File: src/rtl/serial_mac_pkg.sv
// serial_mac shared types: FSM states, default widths
// and signed clamp limits used by the saturating narrowers.
package mac_pkg;

  typedef enum logic [1:0] {
    IDLE,
    SHIFT,
    FINISH
  } state_t;

  localparam int DATA_W_D   = 16;
  localparam int WEIGHT_W_D = 16;
  localparam int FRAC_W_D   = 8;
  localparam int ACC_W_D    = 40;

  function automatic longint sat_max(input int w);
    return (longint'(1) << (w - 1)) - 1;
  endfunction

  function automatic longint sat_min(input int w);
    return -(longint'(1) << (w - 1));
  endfunction

endpackage

File: src/rtl/serial_mac_if.sv
// serial_mac operand/result bundle; master drives the
// operation, slave is the MAC itself.
interface serial_mac_if
  import mac_pkg::*;
#(
  parameter int DATA_W = DATA_W_D
);

  logic              start;
  logic [DATA_W-1:0] input_neuron;
  logic              weight_bit;
  logic              weight_valid;
  logic              clear_acc;
  logic              busy;
  logic              done;
  logic [DATA_W-1:0] product;
  logic [DATA_W-1:0] acc_out;
  logic              sat;

  modport master (
    output start, input_neuron,
    output weight_bit, weight_valid,
    output clear_acc,
    input  busy, done, product,
    input  acc_out, sat
  );

  modport slave (
    input  start, input_neuron,
    input  weight_bit, weight_valid,
    input  clear_acc,
    output busy, done, product,
    output acc_out, sat
  );

endinterface

File: src/rtl/sat_narrow.sv
// Signed saturating narrower IN_W -> OUT_W; clamp
// reports that the input fell outside the output range.
module sat_narrow
  import mac_pkg::*;
#(
  parameter int IN_W  = 40,
  parameter int OUT_W = 16
) (
  input  logic signed [IN_W-1:0]  din,
  output logic signed [OUT_W-1:0] dout,
  output logic                    clamp
);

  localparam logic signed [IN_W-1:0] HI =
    IN_W'(sat_max(OUT_W));
  localparam logic signed [IN_W-1:0] LO =
    IN_W'(sat_min(OUT_W));

  always_comb begin
    clamp = 1'b0;
    dout  = din[OUT_W-1:0];
    if (din > HI) begin
      clamp = 1'b1;
      dout  = HI[OUT_W-1:0];
    end else if (din < LO) begin
      clamp = 1'b1;
      dout  = LO[OUT_W-1:0];
    end
  end

endmodule

File: src/rtl/serial_mac.sv
// Bit-serial signed multiply-accumulate: weight arrives
// LSB first, product is rescaled, saturated and accumulated.
module serial_mac
  import mac_pkg::*;
#(
  parameter int DATA_W   = DATA_W_D,
  parameter int WEIGHT_W = WEIGHT_W_D,
  parameter int FRAC_W   = FRAC_W_D,
  parameter int ACC_W    = ACC_W_D,
  parameter bit SIGNED   = 1'b1
) (
  input logic         clk,
  input logic         reset,
  serial_mac_if.slave bus
);

  localparam int PROD_W = DATA_W + WEIGHT_W;
  localparam int CNT_W  =
    (WEIGHT_W > 1) ? $clog2(WEIGHT_W) : 1;
  localparam logic [CNT_W-1:0] LAST =
    CNT_W'(WEIGHT_W - 1);

  state_t                    state;
  logic signed [PROD_W-1:0]  op;
  logic signed [PROD_W-1:0]  partial;
  logic signed [PROD_W-1:0]  op_sh;
  logic signed [PROD_W-1:0]  scaled;
  logic signed [ACC_W-1:0]   acc;
  logic signed [ACC_W-1:0]   acc_base;
  logic signed [ACC_W-1:0]   acc_next;
  logic [CNT_W-1:0]          cnt;
  logic signed [DATA_W-1:0]  p_sat;
  logic signed [DATA_W-1:0]  a_sat;
  logic                      p_clamp;
  logic                      a_clamp;
  logic                      last;

  assign last     = (cnt == LAST);
  assign op_sh    = op << cnt;
  assign scaled   = partial >>> FRAC_W;
  // A clear coinciding with FINISH wins over the old sum.
  assign acc_base = bus.clear_acc ? '0 : acc;
  assign acc_next = acc_base + ACC_W'(scaled);

  sat_narrow #(.IN_W(PROD_W), .OUT_W(DATA_W)) u_p_sat (
    .din   (scaled),
    .dout  (p_sat),
    .clamp (p_clamp)
  );

  sat_narrow #(.IN_W(ACC_W), .OUT_W(DATA_W)) u_a_sat (
    .din   (acc_next),
    .dout  (a_sat),
    .clamp (a_clamp)
  );

  always_ff @(posedge clk or negedge reset) begin
    if (!reset) begin
      state       <= IDLE;
      op          <= '0;
      partial     <= '0;
      cnt         <= '0;
      acc         <= '0;
      bus.busy    <= 1'b0;
      bus.done    <= 1'b0;
      bus.product <= '0;
      bus.acc_out <= '0;
      bus.sat     <= 1'b0;
    end else begin
      bus.done <= 1'b0;
      if (bus.clear_acc) begin
        acc         <= '0;
        bus.acc_out <= '0;
        bus.sat     <= 1'b0;
      end
      unique case (state)
        IDLE: begin
          if (bus.start) begin
            op       <= PROD_W'($signed(bus.input_neuron));
            partial  <= '0;
            cnt      <= '0;
            bus.busy <= 1'b1;
            state    <= SHIFT;
          end
        end
        SHIFT: begin
          if (bus.weight_valid) begin
            if (bus.weight_bit) begin
              if (SIGNED && last)
                partial <= partial - op_sh;
              else
                partial <= partial + op_sh;
            end
            cnt <= cnt + 1'b1;
            if (last) begin
              bus.done <= 1'b1;
              state    <= FINISH;
            end
          end
        end
        FINISH: begin
          bus.product <= p_sat;
          acc         <= acc_next;
          bus.acc_out <= a_sat;
          bus.sat     <= (bus.clear_acc ? 1'b0 : bus.sat)
                         | p_clamp | a_clamp;
          bus.busy    <= 1'b0;
          state       <= IDLE;
        end
        default: state <= IDLE;
      endcase
    end
  end

endmodule

File: src/flat_wrapper.sv
// flat-port wrapper written by rule: the top's interface ports become plain ports
module serial_mac_flat import mac_pkg::*;
#(
  parameter int DATA_W   = DATA_W_D,
  parameter int WEIGHT_W = WEIGHT_W_D,
  parameter int FRAC_W   = FRAC_W_D,
  parameter int ACC_W    = ACC_W_D,
  parameter bit SIGNED   = 1'b1
)
  (clk, reset, bus_start, bus_input_neuron, bus_weight_bit, bus_weight_valid, bus_clear_acc, bus_busy, bus_done, bus_product, bus_acc_out, bus_sat);
  serial_mac_if #(.DATA_W(DATA_W)) bus_i ();
  input logic clk;
  input logic reset;
  input wire logic [$bits(bus_i.start)-1:0] bus_start;
  input wire logic [$bits(bus_i.input_neuron)-1:0] bus_input_neuron;
  input wire logic [$bits(bus_i.weight_bit)-1:0] bus_weight_bit;
  input wire logic [$bits(bus_i.weight_valid)-1:0] bus_weight_valid;
  input wire logic [$bits(bus_i.clear_acc)-1:0] bus_clear_acc;
  output wire logic [$bits(bus_i.busy)-1:0] bus_busy;
  output wire logic [$bits(bus_i.done)-1:0] bus_done;
  output wire logic [$bits(bus_i.product)-1:0] bus_product;
  output wire logic [$bits(bus_i.acc_out)-1:0] bus_acc_out;
  output wire logic [$bits(bus_i.sat)-1:0] bus_sat;
  assign bus_i.start = bus_start;
  assign bus_i.input_neuron = bus_input_neuron;
  assign bus_i.weight_bit = bus_weight_bit;
  assign bus_i.weight_valid = bus_weight_valid;
  assign bus_i.clear_acc = bus_clear_acc;
  assign bus_busy = bus_i.busy;
  assign bus_done = bus_i.done;
  assign bus_product = bus_i.product;
  assign bus_acc_out = bus_i.acc_out;
  assign bus_sat = bus_i.sat;
  serial_mac #(.DATA_W(DATA_W), .WEIGHT_W(WEIGHT_W), .FRAC_W(FRAC_W), .ACC_W(ACC_W), .SIGNED(SIGNED)) u_core (.clk(clk), .reset(reset), .bus(bus_i));
endmodule
File: config.mk
export PLATFORM = sky130hd
export DESIGN_NAME = serial_mac_flat
export DESIGN_NICKNAME = d
export VERILOG_FILES = /design/src/rtl/serial_mac_pkg.sv /design/src/rtl/serial_mac_if.sv /design/src/rtl/sat_narrow.sv /design/src/rtl/serial_mac.sv /design/src/flat_wrapper.sv
export SDC_FILE = /design/constraint.sdc
export NUM_CORES = 1
export LEC_CHECK = 0
export CORE_UTILIZATION = 55
export CTS_CLUSTER_DIAMETER = 40
export DETAILED_ROUTE_END_ITERATION = 12
export HOLD_SLACK_MARGIN = 0.06
export PLACE_DENSITY = 0.76
export SETUP_SLACK_MARGIN = 0.3
export SYNTH_ARGS = -nofsm -noshare
export SYNTH_HDL_FRONTEND = slang
export SYNTH_SLANG_ARGS = --single-unit
File: constraint.sdc
create_clock -name clk -period 9.9 [get_ports clk]
set_input_delay 1.98 -clock clk [delete_from_list [all_inputs] [get_ports clk]]
set_output_delay 1.98 -clock clk [all_outputs]
set_load 0.05 [all_outputs]
==> results list <==
- Clock latency at the later pin of the worst-skew pair: 0.44 ns
* Fmax: 0.1343 GHz
* # nets final: 1490
- 57 I/O pins were placed.
* Final critical delay including setup and external delays: 7.446 ns
- The tightest min-delay check is of the flip-flop to flip-flop type.
* GRT Total Usage: 0.2930
- Pin count of the biggest net entering global routing: 92
* Total congestion overflow after global routing: 0
- Leakage power summed over all cells: 0.005779 uW
* Worst Max-Slew Pin Slew: 1.250 ns
- Number of hold buffers added after CTS: 0
* Initial Utilization: 0.5630
* Remaining max-slew budget at the tightest pin: 0.1670
- Clk buf depth: 2
- Power density cells: 347.1 nW/um2
- Each instance of the synthesized netlist takes up on average 8.246 um2.
- Unique masters post-synth: 81
* TritonCTS clock tree: built
* Finished Core Util: 0.6229
- STA classifies the critical path startpoint as an input port.
- Post-CTS timing repair inserted 0 buffers for setup.
- DRC violation count after routing: 0
* Sum of internal, switching and leakage power: 4389 uW
- In the synthesized netlist the dominant register cell turns out to be sky130_fd_sc_hd__dfrtp_1.
- Total Negative Setup Slacks: 0 ns
- Count of flip-flops with a built-in enable after synthesis: 0
* H-tree depth: 4
- In the final layout, the share of cells above drive strength 1 is 0.08529.
* Vias in the first global route: 9969
- Die X: 146.2 um
* Drt wl/cell: 18.39 um
* Critical path peak fanout: 25
- Final worst-path cycle share: 0.7522
* Floorplan row count: 52
* Hold violation count in the final report: 0
- Seq cells post-synth: 129
* Maxcap violations: 0
- The critical path is of the input port to flip-flop type.
* # placed instances: 1645
* Unrepaired setup endpoints after global routing: no
- 0 antenna diodes ended up in the layout.
- Syn Nets: 1482
- The worst setup path is captured at a flip-flop.
* Number of antenna violations at the first check in global routing: 0
- The number of pins exceeding their max-slew limit in the final report came to 0.
- For this block, the initial DRC count from the detailed router was 721.
* WL final: 30.84 mm
- Worst Setup Slack, final: 2.454 ns
* Weighted congestion reported at the end of routability-driven placement: 0.9513
- Summed instance area of the synthesized netlist: 11430 um2
- Vias after detailed routing: 10400
- HPWL reported at the end of detailed placement: 22.89 mm
* Clock root buffer master: sky130_fd_sc_hd__clkbuf_16
- Global-route wire length before repair: 50.69 mm
- After floorplanning, the core was sized to cover 20300 um2.
- Worst EP arrival: 7.71 ns
- Synth Warn #: 0
* Outcome: completed
* Total CTS buffers: 17
* Relative area change from synthesis to final layout: 10.64%
- Gates resized during post-CTS repair numbered 0.
* Number of vias per cell: 6.202
* Remaining antenna violation count: 0
* Final setup violation count: 0
- Number of instances in the synthesized netlist: 1386
* Final non-filler cell total: 1677
* Sinks on the clock net: 129
- Detailed Routing Iterations Pass 1: 7
- Required time of the critical path: 10.16 ns
- Worst slack at placement: 2.065 ns
- Across the VDD grid, the largest voltage drop is 0.3799 mV.
* Share of synthesized registers carrying an async set or reset: 1.000
* Ordered list of cells on the worst path: clkdlybuf4s50_1 > buf_4 > inv_1 > nand2_1 > inv_1 > ha_1 > a21o_1 > nand4_1 > a211oi_2 > a21oi_1 > a21bo_2 > a2111oi_1 > o21ai_0 > a2111oi_0 > nand4_1 > o211ai_2 > a32oi_2
- For this run, the register share of the synthesized area comes to 0.2825.
- Slowest stage cell, crit path: sky130_fd_sc_hd__clkdlybuf4s50_1
* Layout Skew: 0.01430 ns
* Worst-path clk slew: 0.06 ns
* Number of I/O port buffers: 56
- In this run the vertical extent of the chip is 146.2 um.
* Max incr delay on CP: 0.89 ns
- Floorplan die area: 21360 um2
-- final timing paths --
path	endpoint	cells past startpoint	start	slack, ns
max	u_core.bus.acc_out[0]	17	bus_clear_acc	2.45
min	u_core.bus.busy	2	u_core.bus.busy	0.47
max reg2reg	u_core.partial[30]	20	u_core.cnt[1]	3.89
min reg2reg	u_core.bus.busy	2	u_core.bus.busy	0.47
max in group asynchronous	u_core.op[11]	2	reset	7.07
min in group asynchronous	u_core.acc[31]	1	reset	1.55
-- cell usage after synthesis (11+ instances only) --
library cell               instances  area [um2]
sky130_fd_sc_hd__a211oi_1         14       105.1
sky130_fd_sc_hd__a21o_1           43       322.8
sky130_fd_sc_hd__a21oi_1          96       480.5
sky130_fd_sc_hd__a31oi_1          11       68.82
sky130_fd_sc_hd__and2_1           16       100.1
sky130_fd_sc_hd__and3_1           13       81.33
sky130_fd_sc_hd__clkbuf_1         52       195.2
sky130_fd_sc_hd__dfrtp_1         129        3228
sky130_fd_sc_hd__ha_1             72       900.9
sky130_fd_sc_hd__inv_1            36       135.1
sky130_fd_sc_hd__mux2_2           28       315.3
sky130_fd_sc_hd__mux2i_1          25       250.2
sky130_fd_sc_hd__mux4_2           17       382.9
sky130_fd_sc_hd__nand2_1         199       747.0
sky130_fd_sc_hd__nand2b_1         15       93.84
sky130_fd_sc_hd__nand3_1          65       325.3
sky130_fd_sc_hd__nand4_1          15       93.84
sky130_fd_sc_hd__nor2_1           65       244.0
sky130_fd_sc_hd__nor2b_1          55       344.1
sky130_fd_sc_hd__nor3_1           19       95.09
sky130_fd_sc_hd__o211ai_2         11       137.6
sky130_fd_sc_hd__o21a_1           15       112.6
sky130_fd_sc_hd__o21ai_0         126       630.6
sky130_fd_sc_hd__o31ai_1          12       90.09
sky130_fd_sc_hd__xnor2_1          45       394.1
sky130_fd_sc_hd__xor2_1           31       271.5
-- metal layers --
metal	vias to the layer above	global-route usage	routed length (um)
li1	5058	-	-
met1	5024	0.3577	13160
met2	254	0.5221	15850
met3	64	0.04031	1024
met4	0	0.1120	813
met5	-	0	0
-- final cells by class --
type                       instances  area (um2)
clock buffer                      20       446.7
clock inverter                    12       111.4
fill                            1781        7655
inverter                          36       135.1
multi-input combinational       1144        7749
sequential                       129        3228
tap                              270       337.8
timing repair buffer              66       636.9
-- where the power goes --
group          internal (uW)  total (uW)  switching (uW)  leakage (uW)
Clock                    352         609             257      0.000266
Sequential               638         817             178       0.00171
Combinational           1260        2960            1700       0.00380
-- layout by cell type (no fill, tap or decap), drive strengths merged, types with 11 or more instances in the layout --
cell | Yosys | final
nand2 | 199 | 199
o21ai | 132 | 132
dfrtp | 129 | 129
a21oi | 98 | 98
ha | 72 | 72
nand3 | 65 | 65
nor2 | 65 | 65
clkdlybuf4s50 | 0 | 55
nor2b | 55 | 55
xnor2 | 45 | 45
a21o | 44 | 44
inv | 36 | 37
xor2 | 31 | 31
mux2 | 28 | 28
mux2i | 25 | 25
clkbuf | 55 | 20
nor3 | 19 | 19
o211ai | 18 | 18
mux4 | 17 | 17
and2 | 16 | 16
a211oi | 16 | 16
o21a | 15 | 15
nand4 | 15 | 15
nand2b | 15 | 15
and3 | 13 | 13
o31ai | 12 | 12
a31oi | 11 | 11
buf | 22 | 11
-- sequential cells by signal (all words and copies together), names as in the netlist --
signal and flops:
u_core.acc 40, u_core.bus.acc_out 16, u_core.bus.busy 1, u_core.bus.done 1, u_core.bus.product 16, u_core.bus.sat 1, u_core.cnt 4, u_core.op 16
u_core.partial 32, u_core.state 2
-- logic make-up after synthesis --
family          Yosys count  synth area share
compound gates          416            0.2364
flops                   129            0.2825
fa+ha+maj                74           0.08233
xor+xnor                 76           0.05824
mux                      70           0.08299
buf+inv                 113           0.04040
simple gates            508            0.2172
-- critical path, delay by kind of cell --
kind                       cells  cell delay, ns
AOI/OAI and AO/OA              9            3.38
buffers and inverters          4            1.51
and+or+nand+nor                3            0.53
adders and majority gates      1            0.28
-- through the flow --
stage / area (um2) / hold slack (ns)
3_5_place_dp: 12090 / 0.4639
4_1_cts: 12640 / 0.4781
3_3_place_gp: 12090 / 0.4612
2_1_floorplan: 11430 / 0.4688
5_1_grt: 12640 / 0.4965
6_report: 12640 / 0.4711
(Power assumes the default switching activity.)
